===== src/rtl/and16_pkg.sv =====
// Shared constants and FSM state type for the and16 round-robin arbiter.
package and16_pkg;

    localparam int NUM_REQ = 4;
    localparam int WIDTH   = 16;
    localparam int ID_W    = $clog2(NUM_REQ);

    typedef enum logic {
        IDLE = 1'b0,
        RESP = 1'b1
    } state_t;

endpackage : and16_pkg


===== src/rtl/and16.sv =====
// 16-bit AND reduction: y is high only when every operand bit is high.
module and16 (
    input  logic [15:0] a,
    output logic        y
);

    assign y = &a;

endmodule : and16


===== src/rtl/and16_arbiter.sv =====
// Round-robin arbiter sharing one and16 reduction among NUM_REQ requesters;
// one-cycle latency, one result per cycle while the consumer keeps up.
module and16_arbiter #(
    parameter int NUM_REQ = and16_pkg::NUM_REQ,
    parameter int WIDTH   = and16_pkg::WIDTH
) (
    input  logic                       clk,
    input  logic                       rst,
    input  logic [NUM_REQ-1:0]         req_valid,
    input  logic [NUM_REQ*WIDTH-1:0]   req_data,
    output logic [NUM_REQ-1:0]         req_ready,
    output logic                       resp_valid,
    input  logic                       resp_ready,
    output logic                       resp_out,
    output logic [$clog2(NUM_REQ)-1:0] resp_id,
    output logic                       busy
);

    import and16_pkg::*;

    localparam int IDW = $clog2(NUM_REQ);

    state_t           state;
    state_t           state_next;
    logic [IDW-1:0]   rr_ptr;
    logic [IDW-1:0]   grant_id;
    logic             grant_found;
    logic             can_accept;
    logic             grant;
    logic [WIDTH-1:0] grant_data;
    logic             and_y;

    // Two-pass search: first from rr_ptr upward, then wrap to index 0.
    always_comb begin
        // NOTE: every signal gets a default before any branch, so no path can infer a latch.
        grant_found = 1'b0;
        grant_id    = '0;
        grant_data  = '0;
        for (int i = 0; i < NUM_REQ; i++) begin
            if (!grant_found && req_valid[i] && (IDW'(i) >= rr_ptr)) begin
                grant_found = 1'b1;
                grant_id    = IDW'(i);
                grant_data  = req_data[i*WIDTH +: WIDTH];
            end
        end
        for (int i = 0; i < NUM_REQ; i++) begin
            if (!grant_found && req_valid[i]) begin
                grant_found = 1'b1;
                grant_id    = IDW'(i);
                grant_data  = req_data[i*WIDTH +: WIDTH];
            end
        end
    end

    // A slot opens when idle, or when the pending result is being consumed.
    assign can_accept = !rst && ((state == IDLE) || resp_ready);
    assign grant      = can_accept && grant_found;

    always_comb begin
        req_ready = '0;
        if (grant) begin
            req_ready[grant_id] = 1'b1;
        end
    end

    always_comb begin
        state_next = state;
        unique case (state)
            IDLE: if (grant) state_next = RESP;
            RESP: if (resp_ready) state_next = grant ? RESP : IDLE;
            default: state_next = IDLE;
        endcase
    end

    and16 u_and16 (
        .a (grant_data),
        .y (and_y)
    );

    always_ff @(posedge clk) begin
        // NOTE: registers use non-blocking assignments so every flop samples pre-edge values.
        if (rst) begin
            state    <= IDLE;
            rr_ptr   <= '0;
            resp_out <= 1'b0;
            resp_id  <= '0;
        end else begin
            state <= state_next;
            if (grant) begin
                rr_ptr   <= (grant_id == IDW'(NUM_REQ - 1)) ? '0 : grant_id + 1'b1;
                resp_out <= and_y;
                resp_id  <= grant_id;
            end
        end
    end

    assign resp_valid = (state == RESP);
    assign busy       = resp_valid;

endmodule : and16_arbiter


===== config.mk =====
export PLATFORM = sky130hd
export DESIGN_NAME = and16_arbiter
export DESIGN_NICKNAME = d
export VERILOG_FILES = /design/src/rtl/and16_pkg.sv /design/src/rtl/and16.sv /design/src/rtl/and16_arbiter.sv
export SDC_FILE = /design/constraint.sdc
export NUM_CORES = 1
export LEC_CHECK = 0
export ABC_AREA = 1
export BUFFER_PORTS_ARGS = -buffer_cell sky130_fd_sc_hd__buf_4
export CORE_ASPECT_RATIO = 0.8
export CORE_MARGIN = 8
export CORE_UTILIZATION = 44
export DETAILED_ROUTE_END_ITERATION = 10
export PLACE_DENSITY = 0.81
export SLEW_MARGIN = 20
export SYNTH_ARGS = -nofsm -noshare
export SYNTH_HDL_FRONTEND = slang
export SYNTH_HIERARCHICAL = 1
export SYNTH_SLANG_ARGS = --single-unit

===== constraint.sdc =====
create_clock -name clk -period 2.3 [get_ports clk]
set_clock_uncertainty 0.15 [all_clocks]
set_input_delay 0.115 -clock clk [delete_from_list [all_inputs] [get_ports clk]]
set_output_delay 0.115 -clock clk [all_outputs]
set_load 0.005 [all_outputs]

After elaboration in Yosys (flattened, before gate mapping)
Cells that the tools add are included.
{ "classes": {"addsub": 1, "n_mux": 30, "n_eq_ne": 1, "magnitude_cmp": 6, "bitwise_logic": 1, "n_reduce_logical": 24} }
{ "ops": {"columns": ["cell", "count"], "rows": [
  ["16-bit two-way mux", 8],
  ["16-bit AND reduction", 1],
  ["1-bit logical AND", 14],
  ["2-bit two-way mux", 7],
  ["1-bit two-way mux", 12],
  ["1-bit logical NOT", 8],
  ["1-bit by 2-bit >= comparator with 1-bit output, first input constant", 2],
  ["2-bit >= comparator, first input constant", 2],
  ["4-bit two-way mux", 1],
  ["2-bit by 3-bit < comparator with 1-bit output, second input constant", 1],
  ["2-bit by 1-bit adder with 2-bit output, second input constant", 1],
  ["1-bit demux with 2-bit select", 1],
  ["2-bit == test, second input constant", 1],
  ["2-bit by 1-bit >= comparator with 1-bit output, second input constant", 1],
  ["1-bit one-hot mux with 2 select lines", 1],
  ["1-bit logical OR", 1],
  ["1-bit inverter", 1]
]} }
{ "totals": {"word_cells": 67, "reg_bits": 6} }

Longest topological paths before layout
Gate-level depths: netlist of run 1.
{ "logic_depth": {"ltp_word": 32, "ltp_mapped": 16} }

Cells and area by module
Netlist of run 1, hierarchy kept.
{ "by_module_without_submodules": {"columns": ["mod", "area_per_inst_um2", "cells_per_inst", "instances", "seq_area_each_um2"], "rows": [
  ["and16_arbiter", 1291.2, 252, 1, 120.1],
  ["and16", 56.3, 15, 1, 0.0]
]} }

Worst setup path before layout of run 1
No wires, ideal clock.
{ "synth_timing": {"path_type": "reg-to-reg", "from": "register rr_ptr[1]", "to": "register resp_out", "arrival_time_ns": 1.686, "required_time_ns": 2.092, "setup_slack_ns": 0.406, "path_stages_with_launch": 16, "setup_ns": 0.058, "period_less_slack_ns": 1.894, "path_buffers": 1, "path_cell_list": "dfxtp_1 nand2_1 nand2_2 nand3_2 nor3_4 nand2_2 inv_2 buf_6 nand2_1 nand3_1 nand2_1 nor2_1 nand2_1 nor2_1 nand2_1 nand2_1"} }
{ "synth_between": {"elab_chain_len": 28, "word_cells_on_any_way": 40, "classes_between": "order compare (4); mux (16); reduce/logical (20)"} }
{ "synth_lines": {"columns": ["element", "line_no", "rtl"], "rows": [
  ["from (decl)", "and16_arbiter.sv:25", "logic [IDW-1:0] rr_ptr;"],
  ["from (signal assigned)", "and16_arbiter.sv:90", "rr_ptr <= (grant_id == IDW'(NUM_REQ - 1)) ? '0 : grant_id + 1'b1;"],
  ["1-bit by 2-bit >= comparator with 1-bit output", "and16_arbiter.sv:40", "if (!grant_found && req_valid[i] && (IDW'(i) >= rr_ptr)) begin"],
  ["1-bit logical AND", "and16_arbiter.sv:40", null],
  ["1-bit two-way mux", "and16_arbiter.sv:40", null],
  ["1-bit logical NOT", "and16_arbiter.sv:40", null],
  ["1-bit logical AND (2 in a row)", "and16_arbiter.sv:40", null],
  ["1-bit two-way mux", "and16_arbiter.sv:40", null],
  ["1-bit logical NOT", "and16_arbiter.sv:40", null],
  ["1-bit logical AND (2 in a row)", "and16_arbiter.sv:40", null],
  ["(+12 left out)", null, null],
  ["1-bit logical AND", "and16_arbiter.sv:47", "if (!grant_found && req_valid[i]) begin"],
  ["1-bit two-way mux", "and16_arbiter.sv:47", null],
  ["1-bit logical NOT", "and16_arbiter.sv:47", null],
  ["1-bit logical AND", "and16_arbiter.sv:47", null],
  ["16-bit two-way mux (*)", "and16_arbiter.sv:47", null],
  ["via grant_data[6]", "and16_arbiter.sv:30", "logic [WIDTH-1:0] grant_data;"],
  ["16-bit AND reduction (*)", "and16.sv:7", "assign y = &a;"],
  ["via and_y", "and16_arbiter.sv:31", "logic and_y;"],
  ["to (signal assigned)", "and16_arbiter.sv:91", "resp_out <= and_y;"],
  ["to (decl)", "and16_arbiter.sv:14", "output logic resp_out,"]
]} }
The timed path passes the listed nets; every way through them passes the cells marked *.
A chain may end at the register's enable or synchronous reset.

Final worst setup path of run 1
{ "layout_timing": {"from": "register rr_ptr[1]", "to": "output req_ready[1]"} }
{ "layout_between": {"elab_chain_len": 32, "word_cells_on_any_way": 44, "classes_between": "order compare (6); mux (18); reduce/logical (20)"} }
{ "layout_lines": {"columns": ["element", "line_no", "rtl"], "rows": [
  ["1-bit by 2-bit >= comparator with 1-bit output", "and16_arbiter.sv:40", null],
  ["1-bit logical AND", "and16_arbiter.sv:40", null],
  ["1-bit two-way mux", "and16_arbiter.sv:40", null],
  ["1-bit logical NOT", "and16_arbiter.sv:40", null],
  ["1-bit logical AND (2 in a row)", "and16_arbiter.sv:40", null],
  ["1-bit two-way mux", "and16_arbiter.sv:40", null],
  ["1-bit logical NOT", "and16_arbiter.sv:40", null],
  ["1-bit logical AND (2 in a row)", "and16_arbiter.sv:40", null],
  ["(+14 left out)", null, null],
  ["1-bit logical NOT", "and16_arbiter.sv:47", null],
  ["1-bit logical AND", "and16_arbiter.sv:47", null],
  ["2-bit two-way mux", "and16_arbiter.sv:47", null],
  ["2-bit by 3-bit < comparator with 1-bit output (implied by the code) or 2-bit by 1-bit >= comparator with 1-bit output (tied branches)", "and16_arbiter.sv:62", "req_ready[grant_id] = 1'b1;"],
  ["1-bit logical AND (implied by the code)", "and16_arbiter.sv:62", null],
  ["1-bit two-way mux (implied by the code)", "and16_arbiter.sv:62", null],
  ["1-bit demux with 2-bit select", "and16_arbiter.sv:62", null],
  ["4-bit two-way mux (*)", "and16_arbiter.sv:61", "if (grant) begin"],
  ["to (decl)", "and16_arbiter.sv:11", "output logic [NUM_REQ-1:0] req_ready,"]
]} }
Mark *: on every way between the ends. The rest lies on a longest branch, timed or not.

==> results of run 1 <==
[layout by cell type (no fill, tap or decap)]
cell type / Yosys / routed
a21oi_1: 16 / 16
nor2_1: 47 / 47
nand3_2: 2 / 2
buf_4: 1 / 89
dlygate4sd3_1: 0 / 1
buf_6: 2 / 1
nor3_4: 1 / 1
ha_1: 2 / 2
o21ai_0: 21 / 21
clkinv_1: 1 / 1
dfxtp_1: 6 / 6
o21ai_1: 6 / 6
nand2_2: 5 / 5
nand4_1: 20 / 20
o2111ai_1: 3 / 3
nor2_2: 1 / 1
clkbuf_8: 0 / 3
nand3_1: 36 / 36
inv_1: 40 / 40
inv_2: 3 / 3
nand2_1: 43 / 43
[logic make-up after synthesis]
logic type / count (synthesis) / share of synthesized area
buffers and inverters: 58 / 0.181
DFF: 6 / 0.0891
and+or+nand+nor: 155 / 0.532
adders and majority gates: 2 / 0.0186
AOI/OAI and AO/OA: 46 / 0.179
[power groups by stage]
stage / Sequential, W / Combinational (W) / Clock [W]
after global placement: 0.000126 / 0.000528 / 0
after global routing: 0.000126 / 0.000621 / 0.000168
after floorplan: 0.000126 / 0.000337 / 0
after detailed placement: 0.000126 / 0.000535 / 0
after CTS: 0.000125 / 0.000544 / 0.000161
final: 0.000125 / 0.000560 / 0.000158
[flip-flops by register name (all words and copies together), names as in the netlist]
signal / cells
busy: 1
resp_id: 2
resp_out: 1
rr_ptr: 2
[worst paths after layout]
path,from,to,slack [ps],depth (start not counted)
max,rr_ptr[1],req_ready[1],160,10
min,resp_ready,busy,90,4
max reg2reg,rr_ptr[1],resp_out,260,14
min reg2reg,resp_id[1],resp_id[1],310,2
[metal layers]
metal / wire [µm] / share of wire
met1: 2030 / 0.39
met2: 2580 / 0.50
met3: 459 / 0.088
met4: 116 / 0.022
met5: 0 / 0
[cell type report]
| class | count | area [µm²] | area share |
|---|---|---|---|
| timing repair buffer | 91 | 689 | 0.336 |
| inverter | 44 | 165 | 0.0806 |
| sequential | 6 | 120 | 0.0586 |
| tap | 40 | 50.0 | 0.0244 |
| multi-input combinational | 203 | 983 | 0.480 |
| clock buffer | 3 | 41.3 | 0.0201 |
[worst max-delay path: stages, from the launching register on]
cell and delay, ps:
dfxtp_1 360, nand2_1 80, nand2_2 120, nand3_2 120
nor2_1 160, nand4_1 150, nand2_2 170, inv_1 130
nand2_1 140, nor2_1 80, buf_4 140
[through the flow]
step,cells,total power [W],cell area (µm²),utilization
final,387,0.000842,2050,0.684
after global routing,387,0.000916,2050,0.684
after CTS,384,0.000829,2020,0.675
after detailed placement,380,0.000661,1970,0.658
after global placement,380,0.000654,1970,0.658
after floorplan,267,0.000463,1350,-
[what timing repair did]
| action | 4_1_cts | 5_1_grt |
|---|---|---|
| hold endpoints to repair | 2 | 0 |
| buffers inserted | 0 | 3 |
| hold buffers | 1 | 0 |
| resized for setup | 0 | 1 |
| endpoints found under the setup margin | 0 | 4 |
==> flow_metrics.env, run 1 <==
export IMPL_ys_warn_count=6
export IMPL_antenna_found_initial=0
export IMPL_cts_buffers=3
export IMPL_final_max_slew_violation_count=0
export IMPL_met1_usage=0.220
export IMPL_yosysUniqueCellTypes=22
export IMPL_antenna_left=0
export IMPL_grt_use_met2=0.342
export IMPL_critical_path_class="reg -> out"
export IMPL_via_per_inst=5.23
export IMPL_synth_seq_area_share=0.0891
export IMPL_clk_path_buf_depth=2
export IMPL_swShare=0.435
export IMPL_worst_setup_path_start_kind="register"
export IMPL_design_die_area_um2=5100
export IMPL_hold_class="in -> reg"
export IMPL_use_met3=0.0422
export IMPL_hold_violations=0
export IMPL_setup_viol=0
export IMPL_grt_usage=0.190
export IMPL_gp_congestion=0.827
export IMPL_grt_busiest_layer="met2"
export IMPL_root_buffer="clkbuf_8"
export IMPL_p_per_area_nw_per_um2=411
export IMPL_critPathCaptureType="output pin"
export IMPL_io_buffers=79
export IMPL_synth_fp_nets=340
export IMPL_dp_slack_ps=273
export IMPL_dp_hpwl_um=4070
export IMPL_ys_async_sr_fraction=0
export IMPL_combPwrFrac=0.664
export IMPL_start_util=0.450
export IMPL_drt_iter0_markers=144
export IMPL_synth_edf_count=0
export IMPL_cts_sinks=6
export IMPL_clock_power_share=0.188
export IMPL_max_cap_viol_count=0
export IMPL_drive_gt1_frac=0.303
export IMPL_synth_common_cells="47 x nor2_1, 43 x nand2_1, 40 x inv_1"
export IMPL_outcome="complete, no violations"
export IMPL_syn_area_um2=1350
export IMPL_rsz0062_at_grt="false"
export IMPL_netlist_top_cells_area="nand3_1 13%, nor2_1 13%, nand2_1 12%, inv_1 11%, nand4_1 9.3%"
export IMPL_routed_wl_um=5190
export IMPL_yosysTopAreaCell="nand3_1"
export IMPL_power_switching_w=0.000367
export IMPL_synth_seq_cells=6
export IMPL_netlist_instances=267
export IMPL_firstDrtPassIters=5
export IMPL_num_antenna_cells=0
export IMPL_die_h_um=65.5
export IMPL_synth_ff_type="dfxtp_1"
export IMPL_holdWs_ps=91.8
export IMPL_drc=0
export IMPL_clk_latency_ps=220
export IMPL_min_period_ps=2140
export IMPL_p_int_w=0.000476
export IMPL_power_leakage_nw=1.09
export IMPL_slew_headroom=0.782
export IMPL_cts_tree="done"
export IMPL_post_route_period_util=0.931
export IMPL_worstPathMaxFanout=7
export IMPL_overflow=0
export IMPL_seq_power_share=0.148
export IMPL_fmax_ghz=0.467
export IMPL_htree_levels=1
export IMPL_grt_max_degree=26
export IMPL_nets=422
export IMPL_ir_drop_v=0.000267
export IMPL_num_io_pins=80
export IMPL_rows=18
export IMPL_fin_tns_setup_ps=0
export IMPL_fillers=285
export IMPL_die_w_um=77.9
export IMPL_grt_pass1_vias=1845
export IMPL_wl_per_cell_um=13.4
export IMPL_cp_data_required_time_ps=2040
export IMPL_core_area_um2=3000
export IMPL_critical_path_arrival_ps=1880
export IMPL_syn_area_per_cell_um2=5.05
export IMPL_yosysMostFrequentCell="nor2_1"
export IMPL_worstMarginPinSlew_ps=326
export IMPL_setup_slack_ps=159
export IMPL_path_clk_slew_ps=40
export IMPL_synth_top_area_share=0.134
export IMPL_num_vias=2025
export IMPL_area_growth_pct=52.1
export IMPL_grt_pass1_wl_um=8300
Note: power is estimated with default switching activity, not from simulation.
==> run 2: changes to the inputs <==
- CELL_PAD_IN_SITES_DETAIL_PLACEMENT: unset -> 1
- CELL_PAD_IN_SITES_GLOBAL_PLACEMENT: unset -> 2
- CORE_UTILIZATION: 44 -> 19
- PLACE_DENSITY: 0.81 -> unset
- PLACE_DENSITY_LB_ADDON: unset -> 0.1
==> run 2 against run 1 <==
Compared with the run above:
- first-iteration DRC count is 62% lower
- die area up 97%
- utilization down 37 points
- total power up 3.4%
- sequential share of layout area decreased by 0.30 points
- cell count is 14% higher
- critical path type unchanged
==> flow_metrics.env, run 2 (same netlist as run 1, synthesis figures left out) <==
export IMPL_dpl_cell_area_um2=2060
export IMPL_cts_tree="done"
export IMPL_grt_pass1_vias=2067
export IMPL_antenna_found_initial=0
export IMPL_min_period_ps=2170
export IMPL_area_growth_pct=60.2
export IMPL_power_leakage_nw=1.12
export IMPL_worstMarginPinSlew_ps=355
export IMPL_post_route_period_util=0.943
export IMPL_slew_headroom=0.763
export IMPL_dp_cells=431
export IMPL_firstDrtPassIters=4
export IMPL_fmax_ghz=0.461
export IMPL_clk_path_buf_depth=2
export IMPL_fin_cells=440
export IMPL_setup_viol=0
export IMPL_worstPathMaxFanout=6
export IMPL_cts_buffers=3
export IMPL_p_per_area_nw_per_um2=404
export IMPL_root_buffer="clkbuf_8"
export IMPL_outcome="complete, no violations"
export IMPL_reg_top3="resp_id: 2 flops, rr_ptr: 2 flops"
export IMPL_clk_latency_ps=220
export IMPL_num_antenna_cells=0
export IMPL_drc=0
export IMPL_rr_worst_depth=14
export IMPL_via_per_inst=4.53
export IMPL_power_switching_w=0.000385
export IMPL_clock_power_share=0.177
export IMPL_die_h_um=91.3
export IMPL_rows=27
export IMPL_nets=428
export IMPL_path_clk_slew_ps=40
export IMPL_num_io_pins=80
export IMPL_seq_power_share=0.144
export IMPL_drive_gt1_frac=0.314
export IMPL_final_max_slew_violation_count=0
export IMPL_grt_max_degree=19
export IMPL_design_die_area_um2=10100
export IMPL_cp_data_required_time_ps=2040
export IMPL_cts_sinks=6
export IMPL_num_vias=1993
export IMPL_max_cap_viol_count=0
export IMPL_final_cell_area_um2=2160
export IMPL_drt_iter0_markers=55
export IMPL_layout_common_cells="95 x buf_4, 47 x nor2_1, 43 x nand2_1, 40 x inv_1, 36 x nand3_1"
export IMPL_grt_usage=0.123
export IMPL_ir_drop_v=0.000104
export IMPL_wl_per_cell_um=14.8
export IMPL_worst_setup_path_start_kind="register"
export IMPL_gp_congestion=0.802
export IMPL_grt_pass1_wl_um=10300
export IMPL_critical_path_class="reg -> out"
export IMPL_start_util=0.196
export IMPL_htree_levels=1
export IMPL_overflow=0
export IMPL_hold_violations=0
export IMPL_io_buffers=79
export IMPL_p_int_w=0.000486
export IMPL_critPathCaptureType="output pin"
export IMPL_final_common_cell="buf_4"
export IMPL_hold_depth=4
export IMPL_final_util=0.313
export IMPL_hold_class="in -> reg"
export IMPL_critical_path_arrival_ps=1900
export IMPL_rrSetupSlack_ps=250
export IMPL_antenna_left=0
export IMPL_swShare=0.443
export IMPL_routed_wl_um=6500
export IMPL_combPwrFrac=0.678
export IMPL_die_w_um=110
export IMPL_core_area_um2=6890
export IMPL_dp_hpwl_um=5190
-- run 2: cell types whose count changed in the layout (fill, tap and decap cells not counted) --
cell,delta
buf_4,+6
buf_6,-1
buf_8,+1
clkinv_2,+1
inv_2,-1
-- run 2: area by class of cell --
| cell class | instances | area [µm²] |
|---|---|---|
| Inverter | 44 | 166 |
| Tap cell | 87 | 109 |
| Sequential cell | 6 | 120 |
| Clock buffer | 3 | 41.3 |
| Timing Repair Buffer | 97 | 738 |
| Multi-Input combinational cell | 203 | 983 |
| Fill cell | 942 | 4730 |
-- run 2: through the flow --
stage	hold WS, ps	power (W)	setup WS, ps	setup TNS (ps)
floorplan	34.1	0.000463	406	0
global placement	155	0.000711	317	0
detailed placement	156	0.000711	261	0
CTS	138	0.000873	30.5	0
global route	194	0.000969	-23.4	-45.6
finish	129	0.000871	131	0
-- run 2: per-layer routing --
metal / track usage / wire length (µm)
met2: 0.203 / 2990
met5: 0 / 0
met1: 0.169 / 3090
met3: 0.0240 / 421
met4: 0.00664 / 0
-- run 2: path summary, 6_finish.rpt --
path / start / endpoint
setup / recovery: rr_ptr[1] / req_ready[1]
hold / removal: resp_ready / busy
setup reg to reg: rr_ptr[1] / resp_out
hold reg to reg: resp_id[1] / resp_id[1]
-- run 2: what timing repair did --
| item | CTS | global route |
|---|---|---|
| resized for setup | 0 | 3 |
| endpoints found under the setup margin | 0 | 4 |
| endpoints found under the hold margin | 2 | 0 |
| buffers inserted | 0 | 5 |
| hold buffers | 1 | 0 |
-- run 2: worst max-delay path, stage by stage (launching register included) --
cell     delay (ps)
dfxtp_1         370
nand2_1          90
nand2_2         140
nand3_2         130
nor2_1          150
nand4_1         180
nand2_2         190
inv_1           130
nand2_1         130
nor2_1           50
buf_4           130
-- run 2: power by group through the flow --
stage	logic [W]	clock network [W]	registers, W
after floorplan	0.000337	0	0.000126
after global placement	0.000586	0	0.000126
after detailed placement	0.000584	0	0.000127
after CTS	0.000589	0.000159	0.000126
after global routing	0.000675	0.000166	0.000127
final	0.000591	0.000154	0.000126
